--- src/rtl/proc_pkg.sv ---
// -----------------------------------------------------------------------------
// proc_pkg
//   Shared definitions for the 8-bit processor sequencer:
//   - opcode values (OP_ADD .. OP_HALT)
//   - sequencer FSM state encoding
//   - instruction field bit positions
//   - is_alu_op(): true for the opcodes that go through EXEC and update flags
// -----------------------------------------------------------------------------
package proc_pkg;

    // Opcodes, instruction bits [15:12]. Anything not listed executes as NOP.
    localparam logic [3:0] OP_ADD  = 4'b0000;
    localparam logic [3:0] OP_SUB  = 4'b0001;
    localparam logic [3:0] OP_AND  = 4'b0010;
    localparam logic [3:0] OP_OR   = 4'b0011;
    localparam logic [3:0] OP_XOR  = 4'b0100;
    localparam logic [3:0] OP_LOAD = 4'b1000;
    localparam logic [3:0] OP_JMP  = 4'b1100;
    localparam logic [3:0] OP_HALT = 4'b1111;

    // Instruction field positions within the 16-bit word.
    localparam int OP_MSB  = 15;
    localparam int OP_LSB  = 12;
    localparam int RD_MSB  = 9;
    localparam int RD_LSB  = 8;
    localparam int IMM_MSB = 7;
    localparam int IMM_LSB = 0;
    localparam int RSA_MSB = 5;
    localparam int RSA_LSB = 4;
    localparam int RSB_MSB = 1;
    localparam int RSB_LSB = 0;

    typedef enum logic [2:0] {
        ST_IDLE   = 3'd0,
        ST_FETCH  = 3'd1,
        ST_DECODE = 3'd2,
        ST_EXEC   = 3'd3,
        ST_WB     = 3'd4,
        ST_HALTED = 3'd5
    } state_e;

    function automatic logic is_alu_op(input logic [3:0] op);
        return op inside {OP_ADD, OP_SUB, OP_AND, OP_OR, OP_XOR};
    endfunction

endpackage

--- src/rtl/proc_alu.sv ---
// -----------------------------------------------------------------------------
// proc_alu
//   Purely combinational ALU for the sequencer.
//   Ports:
//     op_i      opcode (only ADD/SUB/AND/OR/XOR produce a result; others give 0)
//     a_i, b_i  operands, DATA_W bits
//     result_o  result modulo 2**DATA_W
//     carry_o   ADD: carry-out; SUB: borrow (a_i < b_i unsigned); logic ops: 0
//     zero_o    result_o == 0
// -----------------------------------------------------------------------------
module proc_alu
    import proc_pkg::*;
#(
    parameter int DATA_W = 8
) (
    input  logic [3:0]        op_i,
    input  logic [DATA_W-1:0] a_i,
    input  logic [DATA_W-1:0] b_i,
    output logic [DATA_W-1:0] result_o,
    output logic              carry_o,
    output logic              zero_o
);

    logic [DATA_W:0] sum;
    logic [DATA_W:0] diff;

    // One extra bit on each side so the carry/borrow falls out as the MSB.
    assign sum  = {1'b0, a_i} + {1'b0, b_i};
    assign diff = {1'b0, a_i} - {1'b0, b_i};

    always_comb begin
        // NOTE: every output gets a default before the case so no path can
        // leave it unassigned, which would otherwise infer a latch.
        result_o = '0;
        carry_o  = 1'b0;
        unique case (op_i)
            OP_ADD: begin
                result_o = sum[DATA_W-1:0];
                carry_o  = sum[DATA_W];
            end
            OP_SUB: begin
                result_o = diff[DATA_W-1:0];
                carry_o  = diff[DATA_W];
            end
            OP_AND:  result_o = a_i & b_i;
            OP_OR:   result_o = a_i | b_i;
            OP_XOR:  result_o = a_i ^ b_i;
            default: result_o = '0;
        endcase
    end

    assign zero_o = (result_o == '0);

endmodule

--- src/rtl/proc_seq_core.sv ---
// -----------------------------------------------------------------------------
// proc_seq_core
//   Multi-cycle fetch/decode/execute sequencer. Owns PC, IR, a 4-entry register
//   file, Z/C flags and the control FSM; fetches 16-bit words from a synchronous
//   program memory (data returns one cycle after the fetch strobe).
//   Ports:
//     clk, rst_n   clock (rising edge), asynchronous active-low reset
//     start        run from PC=0; honoured only in IDLE or HALTED
//     imem_addr    fetch address (current PC)
//     imem_rd      fetch strobe, high in FETCH
//     imem_data    instruction word, valid the cycle after imem_rd
//     dbg_addr     debug register select
//     dbg_data     combinational read of reg[dbg_addr]
//     busy         high in FETCH/DECODE/EXEC/WB
//     halted       high in HALTED
//     flag_z       zero flag
//     flag_c       carry (ADD) / borrow (SUB) flag
//     instr_done   one-cycle pulse when an instruction retires
// -----------------------------------------------------------------------------
module proc_seq_core
    import proc_pkg::*;
#(
    parameter int DATA_W  = 8,
    parameter int PROG_AW = 2
) (
    input  logic               clk,
    input  logic               rst_n,
    input  logic               start,
    output logic [PROG_AW-1:0] imem_addr,
    output logic               imem_rd,
    input  logic [15:0]        imem_data,
    input  logic [1:0]         dbg_addr,
    output logic [DATA_W-1:0]  dbg_data,
    output logic               busy,
    output logic               halted,
    output logic               flag_z,
    output logic               flag_c,
    output logic               instr_done
);

    state_e              state_q, state_d;
    logic [PROG_AW-1:0]  pc_q, pc_d;
    logic [15:0]         ir_q, ir_d;
    logic [DATA_W-1:0]   rf_q [4];
    logic                z_q, c_q;
    logic [DATA_W-1:0]   alu_res_q;
    logic                alu_c_q, alu_z_q;
    // Low for the first edge after reset release so a start held across the
    // release is not taken.
    logic                armed_q;

    logic                rf_we;
    logic [DATA_W-1:0]   rf_wdata;
    logic                flag_we;
    logic                ex_we;

    logic [3:0]          dec_op;
    logic [3:0]          ir_op;
    logic [1:0]          ir_rd;

    logic [DATA_W-1:0]   alu_res;
    logic                alu_c, alu_z;

    // Bits 11:10 of the instruction carry no field.
    logic                unused_ir_bits;
    assign unused_ir_bits = ^ir_q[11:10];

    // The opcode is decoded straight off the memory bus in DECODE; IR holds the
    // word for the EXEC/WB cycles that follow.
    assign dec_op = imem_data[OP_MSB:OP_LSB];
    assign ir_op  = ir_q[OP_MSB:OP_LSB];
    assign ir_rd  = ir_q[RD_MSB:RD_LSB];

    // Operands are read in EXEC, before any WB write, so rd may alias rs_a/rs_b.
    proc_alu #(.DATA_W(DATA_W)) u_alu (
        .op_i     (ir_op),
        .a_i      (rf_q[ir_q[RSA_MSB:RSA_LSB]]),
        .b_i      (rf_q[ir_q[RSB_MSB:RSB_LSB]]),
        .result_o (alu_res),
        .carry_o  (alu_c),
        .zero_o   (alu_z)
    );

    always_comb begin
        state_d    = state_q;
        pc_d       = pc_q;
        ir_d       = ir_q;
        imem_rd    = 1'b0;
        instr_done = 1'b0;
        ex_we      = 1'b0;
        rf_we      = 1'b0;
        flag_we    = 1'b0;
        rf_wdata   = alu_res_q;

        unique case (state_q)
            ST_IDLE, ST_HALTED: begin
                if (start && armed_q) begin
                    state_d = ST_FETCH;
                    pc_d    = '0;
                end
            end
            ST_FETCH: begin
                imem_rd = 1'b1;
                state_d = ST_DECODE;
            end
            ST_DECODE: begin
                ir_d = imem_data;
                if (is_alu_op(dec_op)) begin
                    state_d = ST_EXEC;
                end else if (dec_op == OP_LOAD) begin
                    state_d = ST_WB;
                end else if (dec_op == OP_JMP) begin
                    pc_d       = imem_data[PROG_AW-1:0];
                    state_d    = ST_FETCH;
                    instr_done = 1'b1;
                end else if (dec_op == OP_HALT) begin
                    state_d    = ST_HALTED;
                    instr_done = 1'b1;
                end else begin
                    pc_d       = pc_q + PROG_AW'(1);
                    state_d    = ST_FETCH;
                    instr_done = 1'b1;
                end
            end
            ST_EXEC: begin
                ex_we   = 1'b1;
                state_d = ST_WB;
            end
            ST_WB: begin
                rf_we      = 1'b1;
                instr_done = 1'b1;
                pc_d       = pc_q + PROG_AW'(1);
                state_d    = ST_FETCH;
                if (is_alu_op(ir_op)) begin
                    flag_we = 1'b1;
                end else begin
                    rf_wdata = DATA_W'(ir_q[IMM_MSB:IMM_LSB]);
                end
            end
            default: state_d = ST_IDLE;
        endcase
    end

    // NOTE: state is updated with non-blocking assignments only, so every flop
    // samples the pre-edge values regardless of block ordering.
    always_ff @(posedge clk or negedge rst_n) begin
        if (!rst_n) begin
            state_q   <= ST_IDLE;
            pc_q      <= '0;
            ir_q      <= '0;
            z_q       <= 1'b0;
            c_q       <= 1'b0;
            alu_res_q <= '0;
            alu_c_q   <= 1'b0;
            alu_z_q   <= 1'b0;
            armed_q   <= 1'b0;
        end else begin
            state_q <= state_d;
            pc_q    <= pc_d;
            ir_q    <= ir_d;
            armed_q <= 1'b1;
            if (ex_we) begin
                alu_res_q <= alu_res;
                alu_c_q   <= alu_c;
                alu_z_q   <= alu_z;
            end
            if (flag_we) begin
                z_q <= alu_z_q;
                c_q <= alu_c_q;
            end
        end
    end

    // NOTE: the register file is only four flops and must read as zero after
    // reset, so it is reset like any other state; a RAM macro would not be.
    always_ff @(posedge clk or negedge rst_n) begin
        if (!rst_n) begin
            for (int i = 0; i < 4; i++) begin
                rf_q[i] <= '0;
            end
        end else if (rf_we) begin
            rf_q[ir_rd] <= rf_wdata;
        end
    end

    assign imem_addr = pc_q;
    assign dbg_data  = rf_q[dbg_addr];
    assign busy      = (state_q == ST_FETCH) || (state_q == ST_DECODE) ||
                       (state_q == ST_EXEC)  || (state_q == ST_WB);
    assign halted    = (state_q == ST_HALTED);
    assign flag_z    = z_q;
    assign flag_c    = c_q;

endmodule

--- config.mk ---
export PLATFORM = sky130hd
export DESIGN_NAME = proc_seq_core
export DESIGN_NICKNAME = d
export VERILOG_FILES = /design/src/rtl/proc_pkg.sv /design/src/rtl/proc_alu.sv /design/src/rtl/proc_seq_core.sv
export SDC_FILE = /design/constraint.sdc
export NUM_CORES = 1
export LEC_CHECK = 0
export CORE_ASPECT_RATIO = 2
export CORE_MARGIN = 8
export CORE_UTILIZATION = 59
export DETAILED_ROUTE_END_ITERATION = 6
export GPL_TIMING_DRIVEN = 0
export PLACE_DENSITY_LB_ADDON = 0.08
export SYNTH_ARGS = -nofsm -noshare
export SYNTH_HDL_FRONTEND = slang
export SYNTH_SLANG_ARGS = --single-unit
export TNS_END_PERCENT = 5
--- constraint.sdc ---
create_clock -name clk -period 3.8 [get_ports clk]
set_input_delay 1.14 -clock clk [delete_from_list [all_inputs] [get_ports clk]]
set_output_delay 1.14 -clock clk [all_outputs]
set_load 0.02 [all_outputs]
==> impl_metrics.yaml, run 1 <==
outcome:
  run_status: "finished, final reports clean"
layout:
  layout_common_cells: "nand2_1 (81), dfrtp_1 (64), a21oi_1 (37), nor2_1 (36), clkdlybuf4s50_1 (27)"
  layout.nets: 559
  fill_cells: 630
  final_common_cell: "nand2_1"
  diodes: 0
  drive_gt1_share_pct: 13.7
  seq_area_mm2: 0.00160
  multiInputGateArea_mm2: 0.00263
  area_delta_synth_final_pct: 16.8
  final_cells: 611
  utilization_pct: 70.0
drt:
  detail_route.wl_per_cell_um: 19.1
  ant_nets: 0
  routed_wl_mm: 11.6
  route.detailed.drc: 0
  drtIter0Drc: 231
  first_pass_iters: 5
  viasPerCell: 6.02
  dr_total_vias: 3678
setup_path:
  setup.worst_path.end_class: "output pin"
  crit_type: "in2out"
  worstPathMaxFanout: 8
  cp.arrival_ns: 2.56
  crit_path_start_kind: "input pin"
  crit_required_ns: 2.66
clock_tree:
  root_buffer: "clkbuf_16"
  clkSlewWorstSetupHoldPaths_ns: 0.05
  cts_tree: "done"
  cts_max_level: 3
  cts.path.max_buffers: 2
  cts_inserted_buffers: 9
  post-cts-setup-buffer-count: 0
  clock_latency_ns: 0.33
  cts_sinks: 64
placed_design:
  gp_congestion: 0.929
  numPlacedInstances: 595
  post-dp-hpwl_mm: 8.59
  io_buffers: 32
sta:
  tns_ns: 0
  setup_viol_count_final: 0
  slew_violations: 0
  worst_slew_pin_slew_ns: 1.13
  timing.final.crit_share_pct: 97.3
  grt_setup_unrepaired: "no"
  max_freq_mhz: 271
  relSlewSlack_pct: 24.0
  finalClockSkew_ns: 0.00768
  min_period_ns: 3.70
  hold_violations: 0
floorplanning:
  core_area_mm2: 0.00743
  dieArea_mm2: 0.0108
  io_pins: 37
  initial_core_util_pct: 59.9
  num_rows: 45
  die_h_um: 139
  die_w_um: 77.4
hold_path:
  hp-class: "reg2reg"
global_route:
  met3_usage_pct: 5.45
  met2_usage_pct: 36.7
  grt_overflow: 0
  track_usage_pct: 22.8
  grt_pass1_vias: 3771
  grt_use_met1_pct: 26.7
  antenna_found_initial: 0
  grt_pass1_wl_mm: 19.1
  grt_max_degree: 65
  grt-busiest-layer: "met2"
synthesis:
  ys_ff_latch: 64
  synth-seq-area-share_pct: 36.0
  ys_types: 63
  synth_ff_type: "dfrtp_1"
  synth_area_mm2: 0.00445
  syn_nets: 516
  yosys_warnings: 0
  synth-edff-count: 0
  syn_area_per_cell_um2: 9.49
  synthArstFlopShare_pct: 100
  syn_inst: 469
job:
  maxCapViolations: 0
==> cells by family after synthesis <==
| group | after synthesis | share of synthesized area [%] |
|---|---|---|
| multiplexers | 37 | 15.2 |
| other | 1 | 0.0842 |
| flip-flops | 64 | 36.0 |
| adder cells (fa/ha/maj) | 26 | 7.64 |
| AO/OA/AOI/OAI | 115 | 16.7 |
| XOR/XNOR | 4 | 0.787 |
| AND/OR/NAND/NOR | 175 | 18.6 |
| buffers and inverters | 47 | 5.03 |
==> worst max-delay path, stage by stage <==
cell             delay, ns
clkbuf_2              0.29
mux4_2                0.57
clkdlybuf4s50_1       0.56
==> layout make-up <==
cell class | count | share of cell area, %
sequential | 64 | 30.8
timing repair buffer | 32 | 6.16
clock buffer | 14 | 5.08
tap | 94 | 2.26
clock inverter | 2 | 0.722
inverter | 22 | 1.59
buffer | 25 | 2.79
multi-input combinational | 358 | 50.6
==> metal layers <==
metal	routed length [um]	vias to the layer above	part of all wire, %
met3	626	33	5.4
met2	5870	123	50
li1	-	1764	-
met5	0	-	0
met4	583	0	5.0
met1	4570	1758	39
==> sequential cells by signal, indices dropped and copies added (netlist names) <==
name / cells
rf_q: 32
armed_q: 1
flag_z: 1
ir_q: 14
flag_c: 1
imem_addr: 2
alu_z_q: 1
alu_res_q: 8
state_q: 3
alu_c_q: 1
==> repair_timing <==
item                                    CTS  global route
cloned                                    0             0
pin swaps                                 0             0
hold buffers                              0             0
gates resized for setup                   6             2
endpoints found under the setup margin   11             1
==> final timing paths <==
kind                                   from           to  slack [ns]  cells after the start
worst max-delay path            dbg_addr[0]  dbg_data[7]        0.10                      3
worst min register to register      ir_q[7]      ir_q[7]        0.47                      2
worst min-delay path                ir_q[7]      ir_q[7]        0.47                      2
max in group asynchronous             rst_n     ir_q[12]        2.37                      1
worst max register to register      ir_q[1]      alu_z_q        0.23                     10
min in group asynchronous             rst_n     rf_q[21]        0.88                      1
==> cell usage after synthesis (3+ instances only) <==
library cell | count | area share [%]
nand3b_1 | 6 | 1.0
o21a_1 | 6 | 1.0
clkbuf_1 | 11 | 0.93
buf_2 | 5 | 0.56
mux2i_1 | 8 | 1.8
a21oi_1 | 37 | 4.2
dfrtp_1 | 64 | 36
nor3b_1 | 3 | 0.51
mux2_2 | 5 | 1.3
o21ai_1 | 12 | 1.3
o211ai_1 | 6 | 1.0
buf_1 | 3 | 0.25
xnor2_1 | 4 | 0.79
nand4_1 | 3 | 0.42
a21o_1 | 5 | 0.84
o21ai_0 | 17 | 1.9
nand2b_1 | 6 | 0.84
nand3_1 | 7 | 0.79
nor2b_1 | 8 | 1.1
ha_1 | 24 | 6.7
a31oi_1 | 5 | 0.70
nand2_1 | 81 | 6.8
nor3_1 | 7 | 0.79
buf_6 | 5 | 1.3
and2_1 | 3 | 0.42
mux4_2 | 24 | 12
nor2_1 | 36 | 3.0
inv_1 | 22 | 1.9
==> metrics by stage <==
stage	hold WS, ns	setup WS (ns)	instance area, um2
after floorplan	0.442	0.465	4450
after global placement	0.457	-0.483	4890
after detailed placement	0.461	-0.234	4890
after CTS	0.477	0.0104	5200
after global routing	0.499	0.0311	5200
final	0.474	0.104	5200
Power of run 1 is not shown: default switching activity piles up to over one toggle a cycle in this logic, so the estimate is an artifact.
==> run 2, diff against run 1 <==
Settings changed: CORE_UTILIZATION 59 to 50, MAX_ROUTING_LAYER from default to met4.
==> run 2 against run 1 <==
Net effect:
- clock-buffer cell count decreased by 5
- die area grew 15%
- design area grew 0.48%
- via count is essentially flat
- critical endpoint is now dbg_data[3]
- non-clock buffer count is the same
- fmax down 0.59%
==> impl_metrics.yaml, run 2 (synthesis gave the netlist of run 1 again) <==
outcome:
  run_status: "finished, final reports clean"
drt:
  dr_total_vias: 3680
  detail_route.wl_per_cell_um: 19.9
  route.detailed.drc: 0
  drtIter0Drc: 212
  first_pass_iters: 5
  routed_wl_mm: 12.3
  ant_nets: 0
  viasPerCell: 5.95
floorplanning:
  core_area_mm2: 0.00883
  num_rows: 49
  die_h_um: 149
  initial_core_util_pct: 50.4
  dieArea_mm2: 0.0124
  die_w_um: 82.7
  io_pins: 37
global_route:
  grt_pass1_wl_mm: 20.2
  grt_pass1_vias: 3823
  grt_overflow: 0
  antenna_found_initial: 0
  track_usage_pct: 22.3
  grt_max_degree: 65
power_and_ir_drop:
  p_comb_share_pct: 63.7
  p_seq_share_pct: 21.0
  power_frac_clock_pct: 15.3
  p_sw_share_pct: 46.3
  switchingPower_mw: 2.71
  p_leak_nw: 2.31
  p_int_mw: 3.15
  power.density_mw_per_mm2: 1120
  vdd_drop_max_uv: 628
sta:
  relSlewSlack_pct: 16.2
  setup_viol_count_final: 0
  hold_violations: 0
  min_period_ns: 3.72
  grt_setup_unrepaired: "no"
  finalClockSkew_ns: 0.0130
  worst_slew_pin_slew_ns: 1.25
  timing.final.crit_share_pct: 97.8
  slew_violations: 0
  tns_ns: 0
  max_freq_mhz: 269
placed_design:
  postPlaceCellArea_mm2: 0.00490
  gp_congestion: 0.923
  io_buffers: 32
  post-dp-hpwl_mm: 9.03
layout:
  layout.nets: 559
  fin_area_mm2: 0.00523
  layout_common_cells: "nand2_1 (81), dfrtp_1 (64), a21oi_1 (37), nor2_1 (36), clkdlybuf4s50_1 (27)"
  area_delta_synth_final_pct: 17.4
  regMostFlops: "rf_q"
  utilization_pct: 59.2
  largest_reg_flops: 32
  reg_top3: "rf_q: 32 flops, ir_q: 14 flops, alu_res_q: 8 flops"
  diodes: 0
  final_common_cell: "nand2_1"
  drive_gt1_share_pct: 14.3
setup_path:
  path_delay_family: "buffers and inverters"
  worstPathMaxFanout: 8
  rrSetupSlack_ns: 0.31
  crit_type: "in2out"
  path_buf_inv: 2
  setup.worst_path.end_class: "output pin"
  cp_slowest_cell: "clkdlybuf4s50_1"
  crit_path_start_kind: "input pin"
  cpPeakStageDelay_ns: 0.56
  cp.arrival_ns: 2.58
  crit_required_ns: 2.66
  path_cells: "buf_1 -> mux4_2 -> clkdlybuf4s50_1"
clock_tree:
  cts_sinks: 64
  cts_hold_buf: 0
  cts_tree: "done"
  clock_latency_ns: 0.34
  cts_inserted_buffers: 9
  clkSlewWorstSetupHoldPaths_ns: 0.05
  cts_max_level: 3
  cts.path.max_buffers: 2
  root_buffer: "clkbuf_16"
job:
  maxCapViolations: 0
hold_path:
  hp-class: "reg2reg"
run 2: power groups by stage:
stage	Combinational, mW	Sequential, mW	Clock [mW]
detailed placement	3.67	1.24	0
global placement	3.64	1.22	0
global route	4.09	1.28	0.930
floorplan	2.71	1.19	0
finish	3.73	1.23	0.898
CTS	3.72	1.23	0.907
run 2: final cells by class:
type / instances / area (um2)
Fill cell: 809 / 3600
Multi-Input combinational cell: 358 / 2630
Sequential cell: 64 / 1600
Timing Repair Buffer: 32 / 317
Clock buffer: 9 / 225
Buffer: 25 / 145
Tap cell: 102 / 128
Clock inverter: 7 / 95.1
Inverter: 22 / 82.6
run 2: final timing paths:
| check | startpoint | endpoint | cells past startpoint |
|---|---|---|---|
| setup / recovery | dbg_addr[1] | dbg_data[3] | 3 |
| hold / removal | ir_q[6] | ir_q[6] | 2 |
| setup reg to reg | ir_q[1] | alu_z_q | 10 |
| hold reg to reg | ir_q[6] | ir_q[6] | 2 |
| max in group asynchronous | rst_n | ir_q[14] | 1 |
| min in group asynchronous | rst_n | rf_q[16] | 1 |
run 2: through the flow:
step                std cells  power, mW  worst slack (ns)  hold slack, ns
detailed placement        603       4.91            -0.260           0.461
CTS                       619       5.85           0.00347           0.475
global route              619       6.30            0.0245           0.485
finish                    619       5.86            0.0819           0.472
global placement          603       4.86            -0.560           0.458
floorplan                 469       3.90             0.465           0.442
run 2: what timing repair did:
item,4_1_cts,5_1_grt
setup buffers,0,0
endpoints found under the setup margin,11,1
pin swaps,0,0
gates resized for setup,7,1
endpoints found under the hold margin,0,0
run 2: worst register-to-register path, stage by stage (launching register included):
cell and delay [ns]:
dfrtp_1 0.32, clkbuf_1 0.53, mux4_2 0.46, ha_1 0.25
fa_1 0.41, a21o_1 0.20, a21o_1 0.20, a211oi_1 0.34
o32ai_1 0.15, o21a_1 0.23, o41ai_2 0.31
run 2: layer usage:
layer / global-route usage [%] / up-vias / wire length [um]
met3: 2.53 / 28 / 511
li1: - / 1775 / -
met1: 27.4 / 1775 / 5030
met5: - / - / 0
met4: 11.5 / 0 / 506
met2: 34.6 / 102 / 6240
(Power assumes the default switching activity.)
==> run 3, diff against run 2 <==
Settings changed: GPL_ROUTABILITY_DRIVEN from default to 0.
==> run 3 against run 2 <==
Net effect:
- sequential power about the same
- clock power down 6.6%
- wire length down 2.5%
- combinational power down 2%
- first-iteration DRC count up 37%
- critical path type unchanged
==> impl_metrics.yaml, run 3 (synthesis gave the netlist of run 1 again) <==
floorplanning:
  dieArea_mm2: 0.0124
  die_w_um: 82.7
  initial_core_util_pct: 50.4
  num_rows: 49
  io_pins: 37
  die_h_um: 149
  core_area_mm2: 0.00883
global_route:
  grt_max_degree: 65
  grt_pass1_wl_mm: 19.3
  antenna_found_initial: 0
  grt_overflow: 0
  grt_pass1_vias: 3680
  track_usage_pct: 21.6
power_and_ir_drop:
  vdd_drop_max_uv: 740
  power.density_mw_per_mm2: 1100
  p_comb_share_pct: 64.0
  total_power_mw: 5.74
  p_seq_share_pct: 21.3
  switchingPower_mw: 2.67
  power_frac_clock_pct: 14.6
  p_int_mw: 3.07
  p_leak_nw: 2.31
  p_sw_share_pct: 46.4
layout:
  layout.nets: 559
  final_cells: 619
  final_common_cell: "nand2_1"
  diodes: 0
  drive_gt1_share_pct: 14.3
  regMostFlops: "rf_q"
  fill_cells: 812
  area_delta_synth_final_pct: 17.2
  layout_common_cells: "nand2_1 (81), dfrtp_1 (64), a21oi_1 (37), nor2_1 (36), clkdlybuf4s50_1 (27)"
  fin_area_mm2: 0.00522
  reg_top3: "rf_q: 32 flops, ir_q: 14 flops, alu_res_q: 8 flops"
  largest_reg_flops: 32
placed_design:
  numPlacedInstances: 603
  io_buffers: 32
  post-dp-hpwl_mm: 8.96
  postPlaceCellArea_mm2: 0.00490
setup_path:
  path_cells: "clkbuf_2 -> mux4_2 -> clkdlybuf4s50_1"
  cp_slowest_cell: "mux4_2"
  cp.arrival_ns: 2.56
  startpoint: "dbg_addr[0]"
  cpPeakStageDelay_ns: 0.57
  crit_type: "in2out"
  setup.worst_path.end_class: "output pin"
  crit_path_start_kind: "input pin"
  worstPathMaxFanout: 8
  crit_required_ns: 2.66
  rr_startpoint: "ir_q[1]"
drt:
  routed_wl_mm: 12.0
  ant_nets: 0
  first_pass_iters: 4
  viasPerCell: 5.91
  route.detailed.drc: 0
  dr_total_vias: 3656
  detail_route.wl_per_cell_um: 19.4
  drtIter0Drc: 291
sta:
  max_freq_mhz: 270
  hold_violations: 0
  worst_slew_pin_slew_ns: 1.02
  min_period_ns: 3.70
  timing.final.crit_share_pct: 97.4
  relSlewSlack_pct: 31.3
  setup_viol_count_final: 0
  finalClockSkew_ns: 0.00705
  slew_violations: 0
  grt_setup_unrepaired: "no"
hold_path:
  hold_start: "ir_q[6]"
  hp-class: "reg2reg"
job:
  maxCapViolations: 0
clock_tree:
  cts_max_level: 3
  cts_sinks: 64
  cts.path.max_buffers: 2
  clock_latency_ns: 0.34
  clkSlewWorstSetupHoldPaths_ns: 0.05
  root_buffer: "clkbuf_16"
  post-cts-setup-buffer-count: 0
  cts_hold_buf: 0
  cts_tree: "done"
  cts_inserted_buffers: 9
outcome:
  run_status: "finished, final reports clean"
==> run 3: cell types whose count changed in the layout (fill, tap and decap cells not counted), sizes merged <==
cell,before,now
bufinv,2,1
clkinv,3,1
clkinvlp,1,3
dlygate4sd2,3,1
dlymetal6s2s,1,3
inv,23,24
==> run 3: power by group through the flow <==
stage	sequential, mW	clock [mW]	combinational, mW
2_1_floorplan	1.19	0	2.71
3_3_place_gp	1.22	0	3.62
3_5_place_dp	1.23	0	3.65
4_1_cts	1.22	0.851	3.67
5_1_grt	1.27	0.879	4.03
6_report	1.22	0.839	3.67
==> run 3: area by class of cell <==
type	count	area [um2]	area share, %
Buffer	25	145	2.78
Clock buffer	9	225	4.32
Clock inverter	7	78.8	1.51
Inverter	22	82.6	1.58
Multi-Input combinational cell	358	2630	50.5
Sequential cell	64	1600	30.7
Tap cell	102	128	2.45
Timing Repair Buffer	32	324	6.21
==> run 3: routing by layer <==
layer | GRT usage [%] | share of wire [%] | vias to the layer above
met1 | 26.1 | 42 | 1786
met5 | - | 0 | -
met4 | 9.48 | 2.9 | 0
li1 | - | - | 1771
met3 | 3.67 | 3.5 | 20
met2 | 34.2 | 52 | 79
==> run 3: critical path: cells and delay by family <==
| kind | cells | cell delay (ns) |
|---|---|---|
| muxes | 1 | 0.57 |
| buffers and inverters | 2 | 0.85 |
==> run 3: final timing paths <==
check / cells after the start / end / slack, ns
hold reg to reg: 2 / ir_q[6] / 0.47
setup reg to reg: 10 / alu_z_q / 0.20
min in group asynchronous: 1 / rf_q[24] / 0.88
hold / removal: 2 / ir_q[6] / 0.47
max in group asynchronous: 1 / alu_res_q[2] / 2.35
setup / recovery: 3 / dbg_data[3] / 0.1
==> run 3: repair_timing <==
item / CTS / global route
endpoints found under the hold margin: 0 / 0
endpoints found under the setup margin: 11 / 1
resized for setup: 4 / 4
==> run 3: metrics by stage <==
stage	worst slack (ns)	utilization (%)	setup TNS [ns]	hold WS, ns
floorplan	0.465	-	0	0.442
CTS	0.0116	59.0	0	0.475
finish	0.0986	59.1	0	0.472
detailed placement	-0.237	55.5	-2.09	0.461
global route	0.0537	59.1	0	0.491
global placement	-0.635	55.5	-42.09	0.457
